### src/rtl/display_pkg.sv
// Shared types and constants for the LED panel bit-plane driver.
package display_pkg;

   typedef enum logic [2:0] {IDLE, SHIFT, DRAIN, BLANK, LATCH, SHOW} state_t;

   localparam int PIXEL_BITS = 24;
   localparam int R_OFF      = 16;
   localparam int G_OFF      = 8;
   localparam int B_OFF      = 0;

   // rgb lane c within a segment: 0=R, 1=G, 2=B
   function automatic int ch_off(input int c);
      case (c)
         0:       return R_OFF;
         1:       return G_OFF;
         default: return B_OFF;
      endcase
   endfunction

endpackage

### src/rtl/display_bcm_timer.sv
// Loadable down-counter that times the SHOW window of one bit plane.
module display_bcm_timer #(
   parameter int width = 10
) (
   input  logic             clk,
   input  logic             rst_n,
   input  logic             load,
   input  logic [width-1:0] load_val,
   input  logic             dec,
   output logic             done
);

   logic [width-1:0] count;

   always_ff @(posedge clk or negedge rst_n) begin
      if (!rst_n)
         count <= '0;
      else if (load)
         count <= load_val;
      else if (dec && count != '0)
         count <= count - width'(1);
   end

   assign done = (count == '0);

endmodule

### src/rtl/display_bitplane_driver.sv
// HUB75-style panel scanner: shifts one bit plane per row, latches it and
// shows it for a binary-weighted time (BCM).
module display_bitplane_driver
   import display_pkg::*;
#(
   parameter int segments      = 2,
   parameter int columns       = 64,
   parameter int rows          = 16,
   parameter int bits          = 8,
   parameter int pixel_latency = 2,
   parameter int show_base     = 4
) (
   input  logic                                    clk,
   input  logic                                    rst_n,
   input  logic                                    enable,
   output logic [$clog2(rows)+$clog2(columns)-1:0] addr,
   input  logic [PIXEL_BITS*segments-1:0]          cpixel,
   output logic [3*segments-1:0]                   rgb,
   output logic                                    pclk,
   output logic                                    latch,
   output logic                                    oe_n,
   output logic [$clog2(rows)-1:0]                 row,
   output logic                                    frame_done
);

   localparam int RW     = $clog2(rows);
   localparam int CW     = $clog2(columns);
   localparam int PW     = (bits > 1) ? $clog2(bits) : 1;
   localparam int TW     = $clog2((show_base << (bits-1)) + 1);
   localparam int STAGES = pixel_latency + 1;

   state_t          state, nxt_state;
   logic [RW-1:0]   cur_row;
   logic [CW-1:0]   col;
   logic [PW-1:0]   plane;
   logic            phase;
   logic [STAGES:0] vld_pipe;
   logic            issue, tag, timer_done;
   logic [TW-1:0]   show_len;
   logic [3*segments-1:0] rgb_nxt;

   assign issue    = (state == SHIFT) && !phase;
   assign tag      = vld_pipe[pixel_latency];
   assign show_len = TW'(show_base) << plane;

   always_ff @(posedge clk or negedge rst_n) begin
      if (!rst_n) state <= IDLE;
      else        state <= nxt_state;
   end

   always_comb begin
      nxt_state = state;
      latch     = 1'b0;
      oe_n      = 1'b1;
      case (state)
         IDLE:  if (enable) nxt_state = SHIFT;
         SHIFT: if (issue && col == CW'(columns-1)) nxt_state = DRAIN;
         // every tagged pixel clocked out and pclk back low
         DRAIN: if (vld_pipe == '0 && !pclk) nxt_state = BLANK;
         BLANK: nxt_state = LATCH;
         LATCH: begin
            latch     = 1'b1;
            nxt_state = SHOW;
         end
         SHOW: begin
            oe_n = 1'b0;
            if (timer_done) nxt_state = enable ? SHIFT : IDLE;
         end
         default: nxt_state = IDLE;
      endcase
   end

   display_bcm_timer #(.width(TW)) u_timer (
      .clk      (clk),
      .rst_n    (rst_n),
      .load     (state == LATCH),
      .load_val (show_len - TW'(1)),
      .dec      (state == SHOW),
      .done     (timer_done)
   );

   for (genvar s = 0; s < segments; s++) begin : g_seg
      for (genvar c = 0; c < 3; c++) begin : g_ch
         localparam int OFF = PIXEL_BITS*s + ch_off(c);
         logic [7:0] ch_byte;
         assign ch_byte          = cpixel[OFF +: 8];
         assign rgb_nxt[3*s + c] = ch_byte[plane];
      end
   end

   always_ff @(posedge clk or negedge rst_n) begin
      if (!rst_n) begin
         addr       <= '0;
         rgb        <= '0;
         pclk       <= 1'b0;
         row        <= '0;
         frame_done <= 1'b0;
         cur_row    <= '0;
         col        <= '0;
         plane      <= '0;
         phase      <= 1'b0;
         vld_pipe   <= '0;
      end else begin
         frame_done <= 1'b0;
         vld_pipe   <= {vld_pipe[STAGES-1:0], issue};
         phase      <= (state == SHIFT) ? ~phase : 1'b0;
         // pclk rises the cycle after rgb is loaded, so data is set up at the edge
         pclk       <= vld_pipe[STAGES];
         if (issue) begin
            addr <= {cur_row, col};
            col  <= col + CW'(1);
         end
         if (tag) rgb <= rgb_nxt;
         if (state == BLANK) row <= cur_row;
         if (state == SHOW && timer_done) begin
            if (plane == PW'(bits-1)) begin
               plane   <= '0;
               cur_row <= cur_row + RW'(1);
               if (cur_row == RW'(rows-1)) frame_done <= 1'b1;
            end else begin
               plane <= plane + PW'(1);
            end
         end
      end
   end

endmodule

### config.mk
export PLATFORM = sky130hd
export DESIGN_NAME = display_bitplane_driver
export DESIGN_NICKNAME = d
export VERILOG_FILES = /design/src/rtl/display_pkg.sv /design/src/rtl/display_bcm_timer.sv /design/src/rtl/display_bitplane_driver.sv
export SDC_FILE = /design/constraint.sdc
export NUM_CORES = 1
export LEC_CHECK = 0
export ABC_AREA = 1
export CELL_PAD_IN_SITES_DETAIL_PLACEMENT = 0
export CELL_PAD_IN_SITES_GLOBAL_PLACEMENT = 1
export CORE_MARGIN = 2
export CORE_UTILIZATION = 37
export CTS_BUF_LIST = sky130_fd_sc_hd__clkbuf_8
export DETAILED_ROUTE_END_ITERATION = 7
export PLACE_DENSITY = 0.87
export SLEW_MARGIN = 40
export SYNTH_ARGS = -nofsm -noshare
export SYNTH_HDL_FRONTEND = slang
export SYNTH_SLANG_ARGS = --single-unit
### constraint.sdc
create_clock -name clk -period 2.35 [get_ports clk]
set_input_delay 0.705 -clock clk [delete_from_list [all_inputs] [get_ports clk]]
set_output_delay 0.705 -clock clk [all_outputs]
set_load 0.02 [all_outputs]
Yosys cells after proc, flatten, opt, wreduce, memory -nomap -nowiden:

Cells that the tools add are included.
W data, S select, Z words.

* bits in registers: 53
* output and inout bits: 24

* $add $sub $neg: 5
* magnitude comparators: 1
* equal/unequal tests: 12
* shifts and indexed selects: 1
* muxes and demuxes: 27
* bitwise gates (word level): 1
* reduce and logical (&&, ||, !) cells: 14

Operators by type and width (count)
* $mux W10: 2
* $sub A10 B1 Y10 const B: 2
* $bmux W1 S3: 6
* $pmux W3 S6: 1
* $mux W3: 5
* $mux W1: 13
* $logic_not A10 Y1: 1
* $reduce_bool A10 Y1: 1
* $shl A3 B3 Y10 const A: 1
* $eq A3 B3 Y1 const B: 3
* $add A6 B1 Y6 const B: 1
* $eq A3 B2 Y1 const B: 2
* $eq A6 B6 Y1 const B: 1
* $ne A2 B2 Y1 const B: 3
* $logic_and A1 B1 Y1: 5
* $add A4 B1 Y4 const B: 1
* $eq A4 B4 Y1 const B: 1
* $logic_not A4 Y1: 1
* $lt A3 B4 Y1 const B: 1
* $reduce_and A4 Y1: 1
* $add A3 B1 Y3 const B: 1
* $eq A3 B1 Y1 const B: 1
* $logic_not A3 Y1: 1
* $logic_not A1 Y1: 2
* other kinds (4): 4

Logic depth before layout (Yosys ltp):

Gate-level depths: netlist of the first run.

* word-level depth: 5
* gate-level depth with buffers: 12

Hierarchy:

A second synthesis of the first run with hierarchy kept.

* cell total of the unflattened synthesis: 465
* area total of the unflattened synthesis: 3301.9 um^2

By module, submodules not included
* display_bitplane_driver: instances 1, cells each 347, area each 2543.7 um^2, sequential area each 1051.0 um^2
* display_bcm_timer: instances 1, cells each 118, area each 758.2 um^2, sequential area each 250.2 um^2

Worst setup path before layout of the first run:

OpenSTA, ideal clock, no wires.

* kind: reg2reg
* start: register plane[0]
* end: register u_timer.count[9]
* setup time: 0.118 ns
* arrival time: 1.735 ns
* data required time: 2.232 ns
* path slack: 0.498 ns
* cell stages (with the launch flop): 12
* buffers on the path: 1
* cell sequence: dfrtp_1 clkinv_1 clkbuf_1 ha_1 nand2_1 nand3_1 nand2_1 nand2_1 nor2_2 nand4_1 nand3_1 nand2_1

* word-level cells in the longest chain between the ends: 3

RTL lines
* start: declaration: line display_bitplane_driver.sv:35 `logic [PW-1:0] plane;`
* start signal: assignment: line display_bitplane_driver.sv:121 `plane <= plane + PW'(1);`
* $shl A3 B3 Y10: line display_bitplane_driver.sv:44 `assign show_len = TW'(show_base) << plane;`
* $sub A10 B1 Y10: line display_bitplane_driver.sv:77 `.load_val (show_len - TW'(1)),`
* $mux W10: line display_bcm_timer.sv:18 `else if (load)`
* end signal: assignment: line display_bcm_timer.sv:19 `count <= load_val;`
* end signal: assignment: line display_bcm_timer.sv:21 `count <= count - width'(1);`
* end: declaration: line display_bcm_timer.sv:13 `logic [width-1:0] count;`

Every way passes these cells.
A chain may end at the register's enable or synchronous reset.

Worst setup path in the final report of the first run:

* start: register state[0]
* end: output port oe_n

* word-level cells in the longest chain between the ends: 2

RTL lines
* start: declaration: line display_bitplane_driver.sv:32 `state_t state, nxt_state;`
* start signal: assignment: line display_bitplane_driver.sv:48 `else state <= nxt_state;`
* $eq A3 B3 Y1: line display_bitplane_driver.sv:55 `case (state)`
* $mux W1: line display_bitplane_driver.sv:55
* end: declaration: line display_bitplane_driver.sv:21 `output logic oe_n,`

Every way passes these cells.

==> flow_metrics.env, run 1 <==
export IMPL_crit_buf_inv=2
export IMPL_yosysMostFrequentCell="nand2_1"
export IMPL_io_pins=75
export IMPL_dieArea_sq_mm=0.00857
export IMPL_netlist_area_sq_mm=0.00290
export IMPL_root_buffer="clkbuf_8"
export IMPL_synth_fa_ha_area_share_pct=3.88
export IMPL_core_rowCount=32
export IMPL_numCtsBuffers=5
export IMPL_ys_seq_elements=52
export IMPL_core_sq_mm=0.00765
export IMPL_synthMuxAreaShare_pct=0
export IMPL_clock_fmax_ghz=0.455
export IMPL_synth_top_family_by_area="simple AND/OR/NAND/NOR gates"
export IMPL_powerDensity_mw_per_mm2=1100
export IMPL_syn_avg_cell_area_sq_um=7.95
export IMPL_ff_latch_area_sq_mm=0.00130
export IMPL_cts_path_max_buffers=2
export IMPL_path_class="reg -> out"
export IMPL_cp_end_kind="primary output"
export IMPL_path_clk_slew_ns=0.11
export IMPL_synth_xor_area_share_pct=2.41
export IMPL_antenna_found_initial=0
export IMPL_ir_worst_vdd_mv=0.542
export IMPL_hpwl_mm=5.39
export IMPL_hold_buffers=0
export IMPL_fill_cells=730
export IMPL_yosys_area_top_type="dfrtp_1"
export IMPL_drive_gt1_share_pct=8.99
export IMPL_yosysTopAreaCellShare_pct=44.8
export IMPL_htreeDepth=2
export IMPL_critPathTopFamily="flip-flops"
export IMPL_clock_latency_ns=0.32
export IMPL_grt_max_degree=34
export IMPL_status="complete, no violations"
export IMPL_die_h_um=92.6
export IMPL_gp_congestion=0.890
export IMPL_cts_sinks=52
export IMPL_port_buffers=74
export IMPL_firstDrtPassIters=4
export IMPL_worstMarginPinSlew_ns=0.538
export IMPL_postRouteAntennaNets=0
export IMPL_layout_min_cycle_time_ns=2.20
export IMPL_drc=0
export IMPL_async_reset_ff_share_pct=100
export IMPL_synth_compound_area_share_pct=16.2
export IMPL_area_growth_pct=34.7
export IMPL_synth_commonest_cells="nand2_1, dfrtp_1, o21ai_0"
export IMPL_report_final_hold_viol_count=0
export IMPL_vias=2707
export IMPL_drt_initial_drc_count=107
export IMPL_final_setup_viol_count=0
export IMPL_wire_per_inst_um=13.6
export IMPL_finalPower_mw=4.30
export IMPL_diodes=0
export IMPL_hp_class="in -> async"
export IMPL_cts_tree="built"
export IMPL_grt_overflow=0
export IMPL_clock_skew_ns=0.00702
export IMPL_p_leak_nw=1.79
export IMPL_critical_path_arrival_ns=1.49
export IMPL_synth_simple_area_share_pct=25.9
export IMPL_yosys_top_cells_area="dfrtp_1, nand2_1, o21ai_0"
export IMPL_viasPerCell=4.95
export IMPL_synth_warnings=0
export IMPL_critPathMaxFanout=5
export IMPL_rsz0062_at_grt="false"
export IMPL_cp_cell_sequence="inv_1 > nor2_2 > nand2_1 > dlygate4sd2_1"
export IMPL_finalMaxSlewViolations=0
export IMPL_startpoint_type="register"
export IMPL_seq_area_frac_synth_pct=44.8
export IMPL_cpMaxStageDelayCell="dfrtp_1"
export IMPL_multi_input_area_sq_mm=0.00140
export IMPL_syn_nets=425
export IMPL_dieWidth_um=92.6
export IMPL_routed_wl_mm=7.44
export IMPL_cpPeakStageDelay_ns=0.47
export IMPL_ys_types=32
export IMPL_track_usage_pct=18.1
export IMPL_start_util_pct=38.0
export IMPL_first_global_vias=2631
export IMPL_ys_flop_type="dfrtp_1"
export IMPL_maxCapViolCount=0
export IMPL_grt_pass1_wl_mm=12.5
export IMPL_final_nets=504
export IMPL_synth_edf_count=0
export IMPL_syn_inst=365
export IMPL_crit_required_ns=1.64
export IMPL_fin_setup_tns_ns=0
export IMPL_timing_slew_headroom_pct=63.9
export IMPL_fin_crit_sh_pct=93.4
-- cell type report --
class / count / share of cell area, %
clock buffers: 5 / 1.76
clock inverters: 3 / 1.28
inverters: 39 / 3.74
multi-input cells: 263 / 35.9
flip-flops and latches: 52 / 33.3
well taps: 102 / 3.26
repair buffers: 83 / 20.8
-- worst reg2reg max path, cell delays in order (launching register included) --
cell     delay [ns]
dfrtp_1        0.64
inv_1          0.17
ha_1           0.23
nand2_1        0.08
nand3_1        0.07
nand2_1        0.13
nand2_1        0.14
nor2_2         0.17
a21oi_1        0.08
a21oi_1        0.18
-- where the power goes --
group,switching (mW),total (mW),internal [mW]
logic,1.32,2.18,0.858
registers,0.270,1.45,1.18
clock network,0.346,0.676,0.329
-- cells in the final DEF (no fill, tap or decap), drive strengths merged, types with 2 or more instances in the layout --
cell / instances
a21oi: 5
buf: 10
clkbuf: 5
clkdlybuf4s50: 71
dfrtp: 52
dlygate4sd2: 2
ha: 9
inv: 40
nand2: 79
nand3: 23
nand3b: 4
nand4: 2
nor2: 54
nor3: 3
o211ai: 4
o21ai: 57
o221ai: 9
o22ai: 3
xor2: 8
-- logic make-up (layout without fill, tap and decap cells) --
| kind of cell | after synthesis | after routing |
|---|---|---|
| xor gates and xnor gates | 8 | 8 |
| adders and majority gates | 9 | 9 |
| DFF | 52 | 52 |
| AOI/OAI and AO/OA | 81 | 81 |
| and+or+nand+nor | 165 | 165 |
| buffers and inverters | 50 | 130 |
-- flip-flops by register name, summed over array words and instances, names as in the netlist --
signal / cells
col: 6
plane: 3
addr: 10
u_timer.count: 10
row: 4
pclk: 1
frame_done: 1
state: 3
rgb: 6
vld_pipe: 4
cur_row: 4
-- metrics by stage --
stage	instances	setup slack [ns]	cell area [sq um]	hold WS (ns)	util, %
after detailed placement	538	0.242	3790	0.368	49.5
after global placement	538	0.269	3790	0.362	49.5
final	547	0.154	3910	0.349	51.1
after global routing	547	0.0840	3910	0.373	51.1
after CTS	547	0.157	3910	0.362	51.1
after floorplan	365	0.498	2900	0.355	-
-- timing repair --
action | in CTS | in global routing
resized for setup | 2 | 0
setup buffers | 1 | 0
endpoints found under the setup margin | 2 | 0
hold endpoints to repair | 0 | 0
-- metal layers --
layer	wire length (um)	global-route usage (%)	part of all wire [%]
met1	3340	23.1	45
met2	3530	30.7	47
met3	434	3.99	5.8
met4	142	5.97	1.9
met5	0	0	0
-- path summary, 6_finish.rpt --
kind                                            start                           end  slack (ns)  cells after the start
worst max-delay path             state[0]$_DFFE_PN0P_                          oe_n        0.15                      4
min in group clk                vld_pipe[3]$_DFF_PN0_                pclk$_DFF_PN0_        0.39                      0
worst min register to register  vld_pipe[3]$_DFF_PN0_                pclk$_DFF_PN0_        0.39                      0
worst min-delay path                            rst_n            rgb[3]$_DFFE_PN0P_        0.35                      1
max in group asynchronous                       rst_n           addr[7]$_DFFE_PN0P_        1.45                      2
worst max register to register   plane[1]$_DFFE_PN0P_  u_timer.count[7]$_DFFE_PN0P_        0.38                      9
Power figures use the tool's default switching activity.
==> run 2, diff against run 1 <==
Settings changed: PLACE_DENSITY 0.87 to 0.93.
==> run 2 against run 1 <==
Compared with the run above: critical path depth is the same; first-iteration DRC count grew 57%; final cell count grew 0.18%; sequential cell count is the same; critical path type unchanged; critical endpoint unchanged; largest cell class unchanged.
==> flow_metrics.env, run 2 (synthesis results as in run 1) <==
export IMPL_critical_path_arrival_ns=1.48
export IMPL_fin_util_pct=50.7
export IMPL_p_int_mw=2.25
export IMPL_pwr_share_seq_pct=34.9
export IMPL_critical_path_depth=4
export IMPL_wire_per_inst_um=13.2
export IMPL_io_pins=75
export IMPL_diodes=0
export IMPL_path_class="reg -> out"
export IMPL_final_area_sq_mm=0.00388
export IMPL_r2r_cells=10
export IMPL_numCtsBuffers=5
export IMPL_maxCapViolCount=0
export IMPL_hold_buffers=0
export IMPL_dieWidth_um=92.6
export IMPL_first_global_vias=2667
export IMPL_grt_overflow=0
export IMPL_cts_tree="built"
export IMPL_rrSetupSlack_ns=0.41
export IMPL_port_buffers=74
export IMPL_final_setup_viol_count=0
export IMPL_mostFrequentLayoutCell="nand2_1"
export IMPL_drt_initial_drc_count=168
export IMPL_startpoint_type="register"
export IMPL_htreeDepth=2
export IMPL_p_leak_nw=1.77
export IMPL_worstMarginPinSlew_ns=0.469
export IMPL_routed_wl_mm=7.23
export IMPL_finalPower_mw=4.14
export IMPL_swShare_pct=45.6
export IMPL_antenna_found_initial=0
export IMPL_cpMaxStageDelayCell="dfrtp_1"
export IMPL_final_cell_mix="nand2_1, clkdlybuf4s50_1, dfrtp_1"
export IMPL_hpwl_mm=5.37
export IMPL_ir_worst_vdd_mv=0.632
export IMPL_multi_input_area_sq_mm=0.00140
export IMPL_grt_max_degree=25
export IMPL_hold_ws_ns=0.321
export IMPL_rsz0062_at_grt="false"
export IMPL_vias=2688
export IMPL_clock_latency_ns=0.31
export IMPL_gp_congestion=0.888
export IMPL_layout_min_cycle_time_ns=2.18
export IMPL_ff_latch_area_sq_mm=0.00130
export IMPL_place_ws_ns=0.242
export IMPL_fill_cells=714
export IMPL_track_usage_pct=18.0
export IMPL_setup_ws_ns=0.166
export IMPL_cp_end_kind="primary output"
export IMPL_cp_cell_sequence="inv_1 > nor2_2 > nand2_1 > dlygate4sd2_1"
export IMPL_core_rowCount=32
export IMPL_hp_class="in -> async"
export IMPL_finalMaxSlewViolations=0
export IMPL_grt_pass1_wl_mm=12.4
export IMPL_dpl_cell_count=539
export IMPL_cpPeakStageDelay_ns=0.48
export IMPL_critPathTopFamily="flip-flops"
export IMPL_place_area_sq_mm=0.00378
export IMPL_drc=0
export IMPL_path_clk_slew_ns=0.10
export IMPL_crit_required_ns=1.64
export IMPL_clock_skew_ns=0.00701
export IMPL_p_sw_mw=1.89
export IMPL_drive_gt1_share_pct=9.19
export IMPL_root_buffer="clkbuf_8"
export IMPL_viasPerCell=4.91
export IMPL_core_sq_mm=0.00765
export IMPL_largestRegisters="addr (10), u_timer.count (10)"
export IMPL_final_nets=505
export IMPL_clockPowerShare_pct=12.8
export IMPL_dieArea_sq_mm=0.00857
export IMPL_start_util_pct=38.0
export IMPL_powerDensity_mw_per_mm2=1070
export IMPL_clock_fmax_ghz=0.458
export IMPL_layout_cells_non_filler=548
export IMPL_critPathMaxFanout=5
export IMPL_status="complete, no violations"
export IMPL_fin_setup_tns_ns=0
export IMPL_area_growth_pct=33.6
export IMPL_timing_slew_headroom_pct=68.5
export IMPL_firstDrtPassIters=4
export IMPL_die_h_um=92.6
export IMPL_fin_crit_sh_pct=92.9
export IMPL_cts_sinks=52
export IMPL_crit_buf_inv=2
export IMPL_postRouteAntennaNets=0
export IMPL_cts_path_max_buffers=2
export IMPL_report_final_hold_viol_count=0
export IMPL_pwr_share_comb_pct=52.3
[run 2: cell types whose count changed in the layout (fill, tap and decap cells not counted), sizes merged]
cell / previous run / this run
buf: 10 / 11
bufinv: 1 / 0
clkinv: 1 / 3
inv: 40 / 39
[run 2: power by group through the flow]
| stage | logic, mW | registers [mW] | clock network [mW] |
|---|---|---|---|
| after CTS | 2.18 | 1.44 | 0.550 |
| after floorplan | 1.41 | 1.50 | 0 |
| after detailed placement | 2.15 | 1.46 | 0 |
| after global placement | 2.12 | 1.44 | 0 |
| after global routing | 2.45 | 1.49 | 0.590 |
| final | 2.17 | 1.44 | 0.531 |
[run 2: cell type report]
cell class / instances / area share, %
clock buffer: 5 / 1.77
clock inverter: 3 / 0.581
inverter: 39 / 3.77
multi-input combinational: 263 / 36.2
sequential: 52 / 33.5
tap: 102 / 3.29
timing repair buffer: 84 / 20.8
[run 2: worst paths after layout]
| check | from | to |
|---|---|---|
| worst max-delay path | state[0]$_DFFE_PN0P_ | oe_n |
| worst min register to register | vld_pipe[3]$_DFF_PN0_ | pclk$_DFF_PN0_ |
| worst max register to register | plane[0]$_DFFE_PN0P_ | u_timer.count[4]$_DFFE_PN0P_ |
| min in group clk | vld_pipe[3]$_DFF_PN0_ | pclk$_DFF_PN0_ |
| max in group asynchronous | rst_n | col[5]$_DFFE_PN0P_ |
| worst min-delay path | rst_n | u_timer.count[8]$_DFFE_PN0P_ |
[run 2: what timing repair did]
| item | 4_1_cts | 5_1_grt |
|---|---|---|
| endpoints found under the setup margin | 2 | 0 |
| gates resized for setup | 2 | 0 |
| setup buffers | 1 | 0 |
[run 2: per-layer routing]
layer	GRT usage (%)	vias to the layer above	part of all wire [%]	wire (um)
li1	-	1375	-	-
met1	23.8	1236	46	3330
met2	29.7	67	47	3390
met3	3.91	10	5.2	379
met4	4.85	0	1.9	134
met5	0	-	0	0
